===== config.mk =====
export PLATFORM = sky130hd
export DESIGN_NAME = ps2_frame_receiver_flat
export DESIGN_NICKNAME = d
export VERILOG_FILES = /design/src/rtl/ps2_frame_receiver_pkg.sv /design/src/rtl/ps2_frame_receiver_if.sv /design/src/rtl/ps2_frame_receiver_clk_filter.sv /design/src/rtl/ps2_frame_receiver.sv /design/src/flat_wrapper.sv
export SDC_FILE = /design/constraint.sdc
export NUM_CORES = 1
export LEC_CHECK = 0
export ABC_AREA = 1
export CORE_ASPECT_RATIO = 1.5
export CORE_UTILIZATION = 40
export DETAILED_ROUTE_END_ITERATION = 10
export GPL_TIMING_DRIVEN = 0
export PLACE_DENSITY = 0.61
export RECOVER_POWER = 50
export SYNTH_ARGS = -nofsm -noshare
export SYNTH_HDL_FRONTEND = slang
export SYNTH_SLANG_ARGS = --single-unit

===== constraint.sdc =====
create_clock -name clk_i -period 3.2 [get_ports clk_i]
set_clock_uncertainty 0.2 [all_clocks]
set_input_delay 0.32 -clock clk_i [delete_from_list [all_inputs] [get_ports clk_i]]
set_output_delay 0.32 -clock clk_i [all_outputs]
set_load 0.005 [all_outputs]

===== src/rtl/ps2_frame_receiver_pkg.sv =====
// Shared types and constants for the PS/2 frame receiver: FSM states,
// frame layout, rejection codes and the odd-parity helper.
package ps2_frame_receiver_pkg;

  // Frame layout: start, 8 data bits LSB-first, odd parity, stop
  localparam int FRAME_W = 11;
  localparam int START_B = 0;
  localparam int PAR_B   = 9;
  localparam int STOP_B  = 10;

  typedef enum logic [1:0] {
    ST_IDLE  = 2'd0,
    ST_SHIFT = 2'd1,
    ST_CHECK = 2'd2
  } state_e;

  typedef enum logic [1:0] {
    ERR_NONE    = 2'b00,
    ERR_FRAMING = 2'b01,
    ERR_PARITY  = 2'b10,
    ERR_TIMEOUT = 2'b11
  } err_code_e;

  // Data bits plus parity bit must hold an odd number of ones
  function automatic logic odd_parity_ok(input logic [8:0] bits);
    return ^bits;
  endfunction

endpackage


===== src/rtl/ps2_frame_receiver_if.sv =====
// Bundle of the PS/2 pins and the frame-output strobes of the receiver.
// master: the side that drives the pins and consumes frames.
// slave : the receiver itself.
interface ps2_frame_receiver_if;

  logic                                       ps2_clk;
  logic                                       ps2_data;
  logic [ps2_frame_receiver_pkg::FRAME_W-1:0] frame;
  logic [7:0]                                 data;
  logic                                       ce;
  logic                                       err;
  logic [1:0]                                 err_code;
  logic                                       busy;

  modport master (
    output ps2_clk, ps2_data,
    input  frame, data, ce, err, err_code, busy
  );

  modport slave (
    input  ps2_clk, ps2_data,
    output frame, data, ce, err, err_code, busy
  );

endinterface


===== src/rtl/ps2_frame_receiver_clk_filter.sv =====
// PS/2 clock conditioning: multi-flop synchroniser, a FILT_LEN-sample
// glitch filter and a registered one-cycle strobe on each filtered fall.
module ps2_clk_filter #(
  parameter int SYNC_STAGES = 2,
  parameter int FILT_LEN    = 4
) (
  input  logic clk_i,
  input  logic rst_i,
  input  logic pin_i,
  output logic fall_o
);

  localparam int CNT_W = (FILT_LEN > 1) ? $clog2(FILT_LEN) : 1;

  logic [SYNC_STAGES-1:0] sync_q;
  logic                   sample_s;
  logic                   level_q, level_d;
  logic [CNT_W-1:0]       cnt_q, cnt_d;
  logic                   fall_q, fall_d;

  assign sample_s = sync_q[SYNC_STAGES-1];

  // Synchroniser chain, idles high like the bus
  always_ff @(posedge clk_i) begin
    if (rst_i) begin
      sync_q <= '1;
    end else begin
      sync_q <= {sync_q[SYNC_STAGES-2:0], pin_i};
    end
  end

  // Level changes only after FILT_LEN consecutive differing samples
  always_comb begin
    level_d = level_q;
    cnt_d   = '0;
    fall_d  = 1'b0;
    if (sample_s != level_q) begin
      if (cnt_q == CNT_W'(FILT_LEN - 1)) begin
        level_d = sample_s;
        cnt_d   = '0;
        fall_d  = level_q;
      end else begin
        cnt_d = cnt_q + 1'b1;
      end
    end else begin
      cnt_d = '0;
    end
  end

  // Filter state and edge strobe registers
  always_ff @(posedge clk_i) begin
    if (rst_i) begin
      level_q <= 1'b1;
      cnt_q   <= '0;
      fall_q  <= 1'b0;
    end else begin
      level_q <= level_d;
      cnt_q   <= cnt_d;
      fall_q  <= fall_d;
    end
  end

  assign fall_o = fall_q;

endmodule


===== src/rtl/ps2_frame_receiver.sv =====
// PS/2 device-to-host frame receiver. Collects 11-bit frames on filtered
// PS2_CLK falls, validates framing and odd parity in a one-cycle CHECK
// state and emits either a CE strobe with the new frame or an ERR strobe
// with a held cause code. A per-bit idle timer aborts stalled frames.
module ps2_frame_receiver
  import ps2_frame_receiver_pkg::*;
#(
  parameter int SYNC_STAGES    = 2,
  parameter int FILT_LEN       = 4,
  parameter int TIMEOUT_CYCLES = 100000
) (
  input logic                 clk_i,
  input logic                 rst_i,
  ps2_frame_receiver_if.slave bus
);

  localparam int TMR_W = (TIMEOUT_CYCLES > 1) ? $clog2(TIMEOUT_CYCLES) : 1;

  logic                   fall_s;
  logic                   data_s;
  logic [SYNC_STAGES-1:0] dsync_q;

  state_e                 state_q, state_d;
  logic [3:0]             bit_cnt_q, bit_cnt_d;
  logic [TMR_W-1:0]       timer_q, timer_d;
  logic [FRAME_W-1:0]     shreg_q, shreg_d;
  logic [FRAME_W-1:0]     frame_q, frame_d;
  logic [7:0]             data_q, data_d;
  logic                   ce_q, ce_d;
  logic                   err_q, err_d;
  logic [1:0]             err_code_q, err_code_d;
  logic                   busy_q, busy_d;

  ps2_clk_filter #(
    .SYNC_STAGES (SYNC_STAGES),
    .FILT_LEN    (FILT_LEN)
  ) u_clk_filter (
    .clk_i  (clk_i),
    .rst_i  (rst_i),
    .pin_i  (bus.ps2_clk),
    .fall_o (fall_s)
  );

  assign data_s = dsync_q[SYNC_STAGES-1];

  // PS2_DATA synchroniser, idles high like the bus
  always_ff @(posedge clk_i) begin
    if (rst_i) begin
      dsync_q <= '1;
    end else begin
      dsync_q <= {dsync_q[SYNC_STAGES-2:0], bus.ps2_data};
    end
  end

  // Next-state, shifting, timeout and frame validation
  always_comb begin
    state_d    = state_q;
    bit_cnt_d  = bit_cnt_q;
    timer_d    = timer_q;
    shreg_d    = shreg_q;
    frame_d    = frame_q;
    data_d     = data_q;
    ce_d       = 1'b0;
    err_d      = 1'b0;
    err_code_d = err_code_q;
    case (state_q)
      ST_IDLE: begin
        timer_d = '0;
        if (fall_s && !data_s) begin
          state_d   = ST_SHIFT;
          shreg_d   = '0;
          bit_cnt_d = 4'd1;
        end else begin
          state_d   = ST_IDLE;
          bit_cnt_d = 4'd0;
        end
      end
      ST_SHIFT: begin
        // A fall takes precedence over an expiring timer
        if (fall_s) begin
          shreg_d[bit_cnt_q] = data_s;
          bit_cnt_d          = bit_cnt_q + 4'd1;
          timer_d            = '0;
          if (bit_cnt_q == 4'(STOP_B)) begin
            state_d = ST_CHECK;
          end else begin
            state_d = ST_SHIFT;
          end
        end else if (timer_q == TMR_W'(TIMEOUT_CYCLES - 1)) begin
          state_d    = ST_IDLE;
          bit_cnt_d  = 4'd0;
          timer_d    = '0;
          err_d      = 1'b1;
          err_code_d = ERR_TIMEOUT;
        end else begin
          timer_d = timer_q + 1'b1;
        end
      end
      ST_CHECK: begin
        // Framing errors outrank parity errors; a fall here is ignored
        state_d   = ST_IDLE;
        bit_cnt_d = 4'd0;
        timer_d   = '0;
        if ((shreg_q[START_B] != 1'b0) || (shreg_q[STOP_B] != 1'b1)) begin
          err_d      = 1'b1;
          err_code_d = ERR_FRAMING;
        end else if (!odd_parity_ok(shreg_q[PAR_B:START_B+1])) begin
          err_d      = 1'b1;
          err_code_d = ERR_PARITY;
        end else begin
          frame_d = shreg_q;
          data_d  = shreg_q[PAR_B-1:START_B+1];
          ce_d    = 1'b1;
        end
      end
      default: begin
        state_d   = ST_IDLE;
        bit_cnt_d = 4'd0;
        timer_d   = '0;
      end
    endcase
    busy_d = (state_d != ST_IDLE);
  end

  // State, datapath and registered outputs
  always_ff @(posedge clk_i) begin
    if (rst_i) begin
      state_q    <= ST_IDLE;
      bit_cnt_q  <= 4'd0;
      timer_q    <= '0;
      shreg_q    <= '0;
      frame_q    <= '0;
      data_q     <= 8'h00;
      ce_q       <= 1'b0;
      err_q      <= 1'b0;
      err_code_q <= ERR_NONE;
      busy_q     <= 1'b0;
    end else begin
      state_q    <= state_d;
      bit_cnt_q  <= bit_cnt_d;
      timer_q    <= timer_d;
      shreg_q    <= shreg_d;
      frame_q    <= frame_d;
      data_q     <= data_d;
      ce_q       <= ce_d;
      err_q      <= err_d;
      err_code_q <= err_code_d;
      busy_q     <= busy_d;
    end
  end

  assign bus.frame    = frame_q;
  assign bus.data     = data_q;
  assign bus.ce       = ce_q;
  assign bus.err      = err_q;
  assign bus.err_code = err_code_q;
  assign bus.busy     = busy_q;

endmodule

===== src/flat_wrapper.sv =====
// flat-port wrapper written by rule: the top's interface ports become plain ports
module ps2_frame_receiver_flat import ps2_frame_receiver_pkg::*;
#(
  parameter int SYNC_STAGES    = 2,
  parameter int FILT_LEN       = 4,
  parameter int TIMEOUT_CYCLES = 100000
)
  (clk_i, rst_i, bus_ps2_clk, bus_ps2_data, bus_frame, bus_data, bus_ce, bus_err, bus_err_code, bus_busy);
  ps2_frame_receiver_if bus_i ();
  input logic clk_i;
  input logic rst_i;
  input wire logic [$bits(bus_i.ps2_clk)-1:0] bus_ps2_clk;
  input wire logic [$bits(bus_i.ps2_data)-1:0] bus_ps2_data;
  output wire logic [$bits(bus_i.frame)-1:0] bus_frame;
  output wire logic [$bits(bus_i.data)-1:0] bus_data;
  output wire logic [$bits(bus_i.ce)-1:0] bus_ce;
  output wire logic [$bits(bus_i.err)-1:0] bus_err;
  output wire logic [$bits(bus_i.err_code)-1:0] bus_err_code;
  output wire logic [$bits(bus_i.busy)-1:0] bus_busy;
  assign bus_i.ps2_clk = bus_ps2_clk;
  assign bus_i.ps2_data = bus_ps2_data;
  assign bus_frame = bus_i.frame;
  assign bus_data = bus_i.data;
  assign bus_ce = bus_i.ce;
  assign bus_err = bus_i.err;
  assign bus_err_code = bus_i.err_code;
  assign bus_busy = bus_i.busy;
  ps2_frame_receiver #(.SYNC_STAGES(SYNC_STAGES), .FILT_LEN(FILT_LEN), .TIMEOUT_CYCLES(TIMEOUT_CYCLES)) u_core (.clk_i(clk_i), .rst_i(rst_i), .bus(bus_i));
endmodule

# After elaboration in Yosys (flattened, before gate mapping)
# Cells that the tools add are included.
# word_totals
ff_bits	66
in_bits	4
word_cells	81
# classes
n_addsub	3
magnitude_cmp	2
n_eq_ne	12
muxes	26
bitwise	6
n_reduce_logical	17
# op_table
cell	n
11-bit two-way mux	2
11-bit case mux with 2 select lines	1
17-bit by 1-bit adder with 17-bit output (second input constant)	1
17-bit equality test (second input constant)	1
2-bit two-way mux	7
11-bit bitwise mux	1
3-bit OR reduction	3
9-bit parity	1
1-bit two-way mux	8
4-bit two-way mux	2
2-bit case mux with 2 select lines	2
4-bit case mux with 2 select lines	1
3-bit by 2-bit != test with 1-bit output (second input constant)	2
1-bit NOT	6
3-bit AND reduction	2
2-bit nonzero test	3
4-bit by 5-bit < comparator with 1-bit output (second input constant)	1
4-bit by 1-bit adder with 4-bit output (second input constant)	1
1-bit demux with 4-bit select	1
2-bit equality test (second input constant)	2
4-bit equality test (second input constant)	1
4-bit by 1-bit greater-or-equal comparator with 1-bit output (second input constant)	1
2-bit by 1-bit != test with 1-bit output (second input constant)	2
2-bit != test (second input constant)	2
other kinds (11)	12

# Longest topological paths before layout
# Gate-level depths: netlist of the first run.
# depth
word_depth	7
depth_mapped	11
ltp_nobuf	11

# Hierarchy
# From an unflattened synthesis of the first run, not the netlist that was laid out.
# hier_totals
cells_unflattened	389
area_unflattened_um2	2955.3
# modules_own_cells
module	n_inst	cells_per_inst	area_per_inst_um2
ps2_frame_receiver	1	364	2743.9
ps2_clk_filter	1	25	211.5

# Worst setup path before layout of the first run
# OpenSTA, ideal clock, no wires.
# synth_timing
kind	reg2reg
from	register u_core.state_q[1]
to	register u_core.shreg_q[8]
setup_time_ns	0.140
arrival_time_ns	1.321
slack_ns	1.539
stages_incl_launch_ff	9
n_path_buf	1
cell_sequence	dfxtp_1 > inv_1 > ha_1 > nand2_1 > o21ai_0 > buf_1 > o21ai_0 > nand2_1 > a21oi_1
# synth_between
elab_chain_cells	3
elab_cells_between_ends	7
# synth_rtl
element	line	source
from (decl)	ps2_frame_receiver.sv:23	state_e state_q, state_d;
from (signal assigned)	ps2_frame_receiver.sv:139	state_q <= state_d;
2-bit by 1-bit equality test with 1-bit output / 2-bit zero test (equally long branches)	ps2_frame_receiver.sv:66	case (state_q)
2-bit != test (no line) (tied with other cells)	--	
3-bit AND reduction (no line)	--	
to (signal assigned)	ps2_frame_receiver.sv:142	shreg_q <= shreg_d;
to (decl)	ps2_frame_receiver.sv:26	logic [FRAME_W-1:0] shreg_q, shreg_d;
# Parallel ways exist; a longest one is shown, timed or not.
# A chain may end at the register's enable or synchronous reset.

# Worst setup path after layout of the first run
# layout_timing
from	register u_core.timer_q[0]
to	register u_core.timer_q[16]
# layout_between
elab_chain_cells	2
elab_cells_between_ends	3
# layout_rtl
element	line	source
from (decl)	ps2_frame_receiver.sv:25	logic [TMR_W-1:0] timer_q, timer_d;
from (signal assigned)	ps2_frame_receiver.sv:141	timer_q <= timer_d;
branches (longest 2 deep; another with 17-bit by 1-bit adder with 17-bit output)	--	
# Several ways; the timed one is not identified.

==> impl_metrics.csv, run 1 <==
group,metric,value,unit
power_and_ir_drop,power_density,427,mW/mm^2
power_and_ir_drop,ir_worst_vdd,0.000239,V
clock_network,clk_pin_slew,0.07,ns
power_and_ir_drop,power,1.43,mW
global_routing,antenna_found_initial,0,
floorplanning,rows,37,
synthesis,synth_edf_count,0,
synthesis,synth.distinct_cells,37,
sta,slew_viol_final,0,
route,via_per_inst,4.79,
clock_network,tritoncts,"yes",
sta,grt_setup_unrepaired,"false",
floorplanning,io_pins,28,
placement,place_hpwl,4350,um
sta,relSlewSlack,0.592,
route,dr.first_iter.drc_count,93,
synthesis,ys_top_cells_by_area,"dfxtp_1 41%, nand2_1 12%, inv_1 6.6%",
clock_network,clockBufferDepth,2,
final_layout,syn_to_final_growth,19.8,%
sta,fin_tns_setup,0,ns
placement,place_ws,0.922,ns
final_layout,stdcell_count,504,
synthesis,netlist_instances,383,
sta,clock.fmax,480,MHz
route,routed_wl,5720,um
route,route.detailed.drc,0,
route,wl_per_cell,11.4,um
placement,gp_congestion,0.775,
route,via_count,2413,
placement,placed_area,0.00317,mm^2
global_routing,grt_max_degree,11,
final_layout,nets,434,
final_layout,final_util,0.493,
sta,worst_slew_pin_slew,0.609,ns
sta,setup_violations,0,
final_layout,final_area,0.00336,mm^2
worst_setup_path,crit_type,"flop to flop",
worst_setup_path,crit_arrival,2.14,ns
worst_setup_path,worstPathCellList,"ha_1 -> nand2_1 -> nor2_1 -> nand3_1 -> nand2_1 -> nor2_1 -> inv_2 -> buf_6 -> a21oi_1",
route,dr.pass1.iters,4,
clock_network,post_cts_buffers,0,
min_path,hp-class,"flop to flop",
synthesis,synthArstFlopShare,0,
placement,portBuffers,27,
final_layout,nFillCells,693,
sta,hold_ws,0.208,ns
flow_run,cap_violations,0,
global_routing,grt-ovfl-total,0,
final_layout,drive_above_1_share,0.127,
global_routing,grt_pass1_vias,2315,
route,ant_nets,0,
clock_network,htreeDepth,3,
synthesis,ys.flop_type,"dfxtp_1",
sta,min_period_over_period,0.651,
floorplanning,chipWidth,70.3,um
clock_network,ctsHoldBuffers,0,
placement,placed_cells,488,
final_layout,diodes,0,
worst_setup_path,slowest_delay,0.37,ns
global_routing,grt_pass1_wl,10200,um
floorplanning,initial_core_util,0.412,
synthesis,yosysSeqAreaShare,0.414,
final_layout,final_cell_mix,"91 x nand2_1, 58 x dfxtp_1, 49 x inv_1, 39 x nor2_1",
clock_network,cts_sinks,58,
floorplanning,die_h,105,um
worst_setup_path,worst_setup_path_start_kind,"flop",
status,status,"completed",
sta,post-route-min-period,2.08,ns
synthesis,ys_ff_latch,58,
clock_network,ctsResizeCount,0,
synthesis,synth.avg_cell_area,7.32,um^2
worst_setup_path,crit_fanout,10,
power_and_ir_drop,p_leak,1.30,nW
clock_network,cts-root-buf,"clkbuf_8",
floorplanning,die_area,0.00735,mm^2
synthesis,yosysTopAreaCell,"dfxtp_1",
global_routing,grt_usage,0.175,
synthesis,synth_nets,396,
clock_network,numCtsBuffers,9,
sta,finalHoldViolCount,0,
worst_setup_path,crit_slowest_cell,"nor2_1",
synthesis,yosys_warnings,0,
final_layout,final_common_cell,"nand2_1",
sta,postLayoutSetupSlackWorst,1.12,ns
floorplanning,fp.coreArea,0.00681,mm^2
worst_setup_path,crit_path_end_kind,"flop",
worst_setup_path,cp.required,3.26,ns
synthesis,syn_area,0.00280,mm^2
synthesis,yosys.area.top_type_share,0.414,
clock_network,clk_latency,0.33,ns
[per-layer routing]
metal	vias up	GRT usage	share of wire
met2	29	0.321	0.53
met4	0	0.0629	0.018
met1	1080	0.188	0.43
met5	-	0	0
li1	1293	-	-
met3	11	0.0436	0.022
[cell families after synthesis]
family	share of synthesized area
flops	0.414
compound gates	0.132
buf+inv	0.111
simple gates	0.293
fa+ha+maj	0.0402
xor+xnor	0.00938
[registers in the layout (all words and copies together), names as in the netlist]
register / flops
u_core.timer_q: 17
u_core.shreg_q: 11
u_core.bus.data: 7
u_core.bit_cnt_q: 4
u_core.bus.frame: 4
u_core.bus.err_code: 2
u_core.dsync_q: 2
u_core.state_q: 2
u_core.u_clk_filter.cnt_q: 2
u_core.u_clk_filter.sync_q: 2
u_core.bus.busy: 1
u_core.bus.ce: 1
u_core.bus.err: 1
u_core.u_clk_filter.fall_o: 1
u_core.u_clk_filter.level_q: 1
[path summary, 6_finish.rpt]
kind,from,end,slack [ns],cells after the start
worst max-delay path,u_core.timer_q[0],u_core.timer_q[16],1.12,9
worst min-delay path,u_core.dsync_q[0],u_core.dsync_q[1],0.21,1
worst max register to register,u_core.timer_q[0],u_core.timer_q[16],1.12,9
worst min register to register,u_core.dsync_q[0],u_core.dsync_q[1],0.21,1
[synth_stat cells (2+ instances only)]
cell type / count
a21oi_1: 25
a21oi_2: 9
buf_4: 8
buf_6: 2
clkbuf_1: 4
dfxtp_1: 58
ha_1: 9
inv_1: 49
inv_2: 2
nand2_1: 90
nand2_2: 3
nand3_1: 20
nand3_2: 5
nand4_1: 3
nor2_1: 37
nor2_2: 4
nor3_1: 5
nor3_2: 3
o21ai_0: 21
o21ai_1: 2
o22ai_1: 3
or2_0: 2
or2_2: 4
xnor2_1: 2
[power breakdown]
group	leakage (nW)	total (mW)	internal, mW	switching (mW)
combinational	0.729	0.0178	0.00633	0.0115
clock	0.0986	0.690	0.401	0.289
sequential	0.468	0.726	0.724	0.00112
[worst max-delay path, delay by kind of cell, from the launching register on]
family                   cells  cell delay, ns
AND/OR/NAND/NOR              5            0.82
flip-flops                   1            0.32
adder cells (fa/ha/maj)      1            0.20
buffers and inverters        2            0.35
AO/OA/AOI/OAI                1            0.11
[layout make-up]
cell class	instances	area (um^2)	share of cell area
Clock buffer	12	155	0.0462
Tap cell	78	97.6	0.0291
Inverter	52	195	0.0581
Sequential cell	58	1160	0.346
Clock inverter	4	50.0	0.0149
Multi-Input combinational cell	257	1310	0.391
Timing Repair Buffer	27	270	0.0805
Buffer	16	116	0.0346
Note: power is estimated with default switching activity, not from simulation.
==> inputs of run 2 (changes only) <==
==> constraint.sdc (replaced) <==
create_clock -name clk_i -period 2 [get_ports clk_i]
set_clock_uncertainty 0.2 [all_clocks]
set_input_delay 0.2 -clock clk_i [delete_from_list [all_inputs] [get_ports clk_i]]
set_output_delay 0.2 -clock clk_i [all_outputs]
set_load 0.005 [all_outputs]
==> run 2 against run 1 <==
Design area up 1.6%; combinational power increased by 67%; largest power group unchanged; clock power up 59%; largest cell class unchanged; utilization rose by 0.79 points; via count up 0.33%; die area did not move.
==> impl_metrics.csv, run 2 (synthesized netlist as in run 1, its figures left out) <==
group,metric,value,unit
worst_setup_path,r2r_start,"u_core.timer_q[0]",
clock_network,cts_sinks,58,
global_routing,grt-ovfl-total,0,
clock_network,cts-root-buf,"clkbuf_8",
sta,finalHoldViolCount,0,
global_routing,grt_usage,0.175,
worst_setup_path,critPathLaunch,"u_core.timer_q[0]",
sta,setup_violations,0,
power_and_ir_drop,power,2.29,mW
final_layout,multi_input_area,0.00134,mm^2
floorplanning,io_pins,28,
floorplanning,initial_core_util,0.412,
route,via_per_inst,4.78,
worst_setup_path,worstPathCellList,"ha_1 -> nand2_1 -> nor2_4 -> inv_2 -> nor2_2 -> and3_1 -> nand3_1 -> or2_0 -> a21oi_1",
worst_setup_path,crit_arrival,1.89,ns
global_routing,grt_pass1_wl,10200,um
final_layout,final_common_cell,"nand2_1",
final_layout,final_cell_mix,"89 x nand2_1, 58 x dfxtp_1, 49 x inv_1, 37 x nor2_1, 25 x a21oi_1",
flow_run,cap_violations,0,
min_path,worstHoldPathCells,1,
worst_setup_path,cp.required,2.06,ns
worst_setup_path,rr_endpoint,"u_core.timer_q[16]",
power_and_ir_drop,power.switching,483,uW
final_layout,syn_to_final_growth,21.7,%
route,via_count,2421,
clock_network,numCtsBuffers,9,
route,routed_wl,5720,um
final_layout,nFillCells,685,
global_routing,antenna_found_initial,0,
power_and_ir_drop,pwr-share-seq,0.506,
sta,grt_setup_unrepaired,"true",
route,ant_nets,0,
sta,clock.fmax,547,MHz
sta,post-route-min-period,1.83,ns
floorplanning,die_area,0.00735,mm^2
floorplanning,rows,37,
power_and_ir_drop,p_leak,1.28,nW
worst_setup_path,path_buf_inv,1,
final_layout,nets,436,
sta,slew_viol_final,0,
worst_setup_path,rr_worst_depth,9,
final_layout,final_util,0.501,
worst_setup_path,crit_type,"flop to flop",
worst_setup_path,crit_path_end_kind,"flop",
min_path,hp-class,"flop to flop",
power_and_ir_drop,p_int,1.81,mW
power_and_ir_drop,p_clk_frac,0.481,
sta,relSlewSlack,0.600,
final_layout,diodes,0,
route,wl_per_cell,11.3,um
clock_network,tritoncts,"yes",
final_layout,largest_reg_flops,17,
global_routing,grt_pass1_vias,2315,
route,route.detailed.drc,0,
clock_network,clk_latency,0.33,ns
route,dr.first_iter.drc_count,87,
sta,worst_slew_pin_slew,0.600,ns
power_and_ir_drop,power_density,672,mW/mm^2
floorplanning,fp.coreArea,0.00681,mm^2
clock_network,clk_pin_slew,0.07,ns
clock_network,htreeDepth,3,
placement,portBuffers,27,
min_path,hp-start,"u_core.dsync_q[0]",
power_and_ir_drop,ir_worst_vdd,0.000381,V
worst_setup_path,reg2reg_slack,0.17,ns
worst_setup_path,slowest_delay,0.35,ns
global_routing,grt_max_degree,11,
worst_setup_path,critPathTopFamily,"simple AND/OR/NAND/NOR gates",
route,dr.pass1.iters,4,
placement,place_hpwl,4350,um
status,status,"completed",
power_and_ir_drop,p_comb_frac,0.013,
placement,gp_congestion,0.775,
worst_setup_path,crit_slowest_cell,"dfxtp_1",
final_layout,layout.area.seq,0.00116,mm^2
clock_network,clockBufferDepth,2,
min_path,worstHoldEndpoint,"u_core.dsync_q[1]",
worst_setup_path,worst_setup_path_start_kind,"flop",
final_layout,drive_above_1_share,0.147,
sta,min_period_over_period,0.914,
worst_setup_path,crit_fanout,3,
floorplanning,die_h,105,um
floorplanning,chipWidth,70.3,um
power_and_ir_drop,swShare,0.211,
final_layout,top_register,"u_core.timer_q",
==> run 2: changes by cell type in the layout (fill, tap and decap cells not counted), moves of 2 or more <==
cell	previous run	this run
nand2_1	91	89
nand2_2	2	4
clkdlybuf4s50_1	2	11
nor2_1	39	37
dlygate4sd3_1	25	16
nor2_4	0	2
buf_4	8	10
==> run 2: cell type report <==
type	count	share of cell area
well taps	78	0.0286
inverters	52	0.0583
multi-input cells	257	0.394
clock buffers	12	0.0455
clock inverters	4	0.0147
flip-flops and latches	58	0.340
repair buffers	29	0.0836
plain buffers	16	0.0352
==> run 2: repair_timing <==
action                     4_1_cts  5_1_grt
hold endpoints to repair         0        0
hold buffers                     0        0
pin swaps                        0        1
setup buffers                    0        2
setup endpoints to repair        5       21
gates resized for setup          1        6
==> run 2: how the worst max path moves through the flow <==
stage	depth (start not counted)	slack, ns	to
3_5_place_dp	4	-0.16	u_core.bus.ce
2_1_floorplan	8	0.34	u_core.shreg_q[8]
6_report	9	0.17	u_core.timer_q[16]
4_1_cts	9	0.06	u_core.timer_q[16]
3_3_place_gp	4	-0.13	u_core.bus.ce
5_1_grt	9	-0.01	u_core.timer_q[16]
==> run 2: routing by layer <==
metal / track usage / share of wire / wire length, um / vias to the layer above
met5: 0 / 0 / 0 / -
met4: 0.0629 / 0.018 / 104 / 0
met3: 0.0436 / 0.022 / 124 / 11
met2: 0.321 / 0.54 / 3080 / 28
met1: 0.188 / 0.42 / 2420 / 1085
li1: - / - / - / 1297
==> run 2: metrics by stage <==
stage / hold slack (ns) / setup WS (ns) / TNS, ns / std cells / instance area, um^2
floorplan: 0.104 / 0.339 / 0 / 383 / 2800
global placement: 0.196 / -0.132 / -1.77 / 488 / 3170
detailed placement: 0.195 / -0.158 / -2.20 / 488 / 3170
CTS: 0.208 / 0.0612 / 0 / 504 / 3380
global route: 0.224 / -0.0106 / -0.0106 / 506 / 3410
finish: 0.208 / 0.172 / 0 / 506 / 3410
==> run 2: power by group through the flow <==
stage / Sequential [mW] / Combinational [mW] / Clock, mW
final: 1.16 / 0.0297 / 1.10
after global routing: 1.16 / 0.0331 / 1.19
after CTS: 1.16 / 0.0301 / 1.13
after detailed placement: 1.19 / 0.0299 / 0
after global placement: 1.19 / 0.0295 / 0
after floorplan: 1.19 / 0.0165 / 0
==> inputs of run 3 (changes only) <==
--- a/config.mk
+++ b/config.mk
@@ -8,6 +8,7 @@
 export ABC_AREA = 1
 export CORE_ASPECT_RATIO = 1.5
 export CORE_UTILIZATION = 40
+export CTS_CLUSTER_DIAMETER = 200
 export DETAILED_ROUTE_END_ITERATION = 10
 export GPL_TIMING_DRIVEN = 0
 export PLACE_DENSITY = 0.61
==> results of run 3 <==
No change in the layout: final DEF, timing and power equal those of run 2.
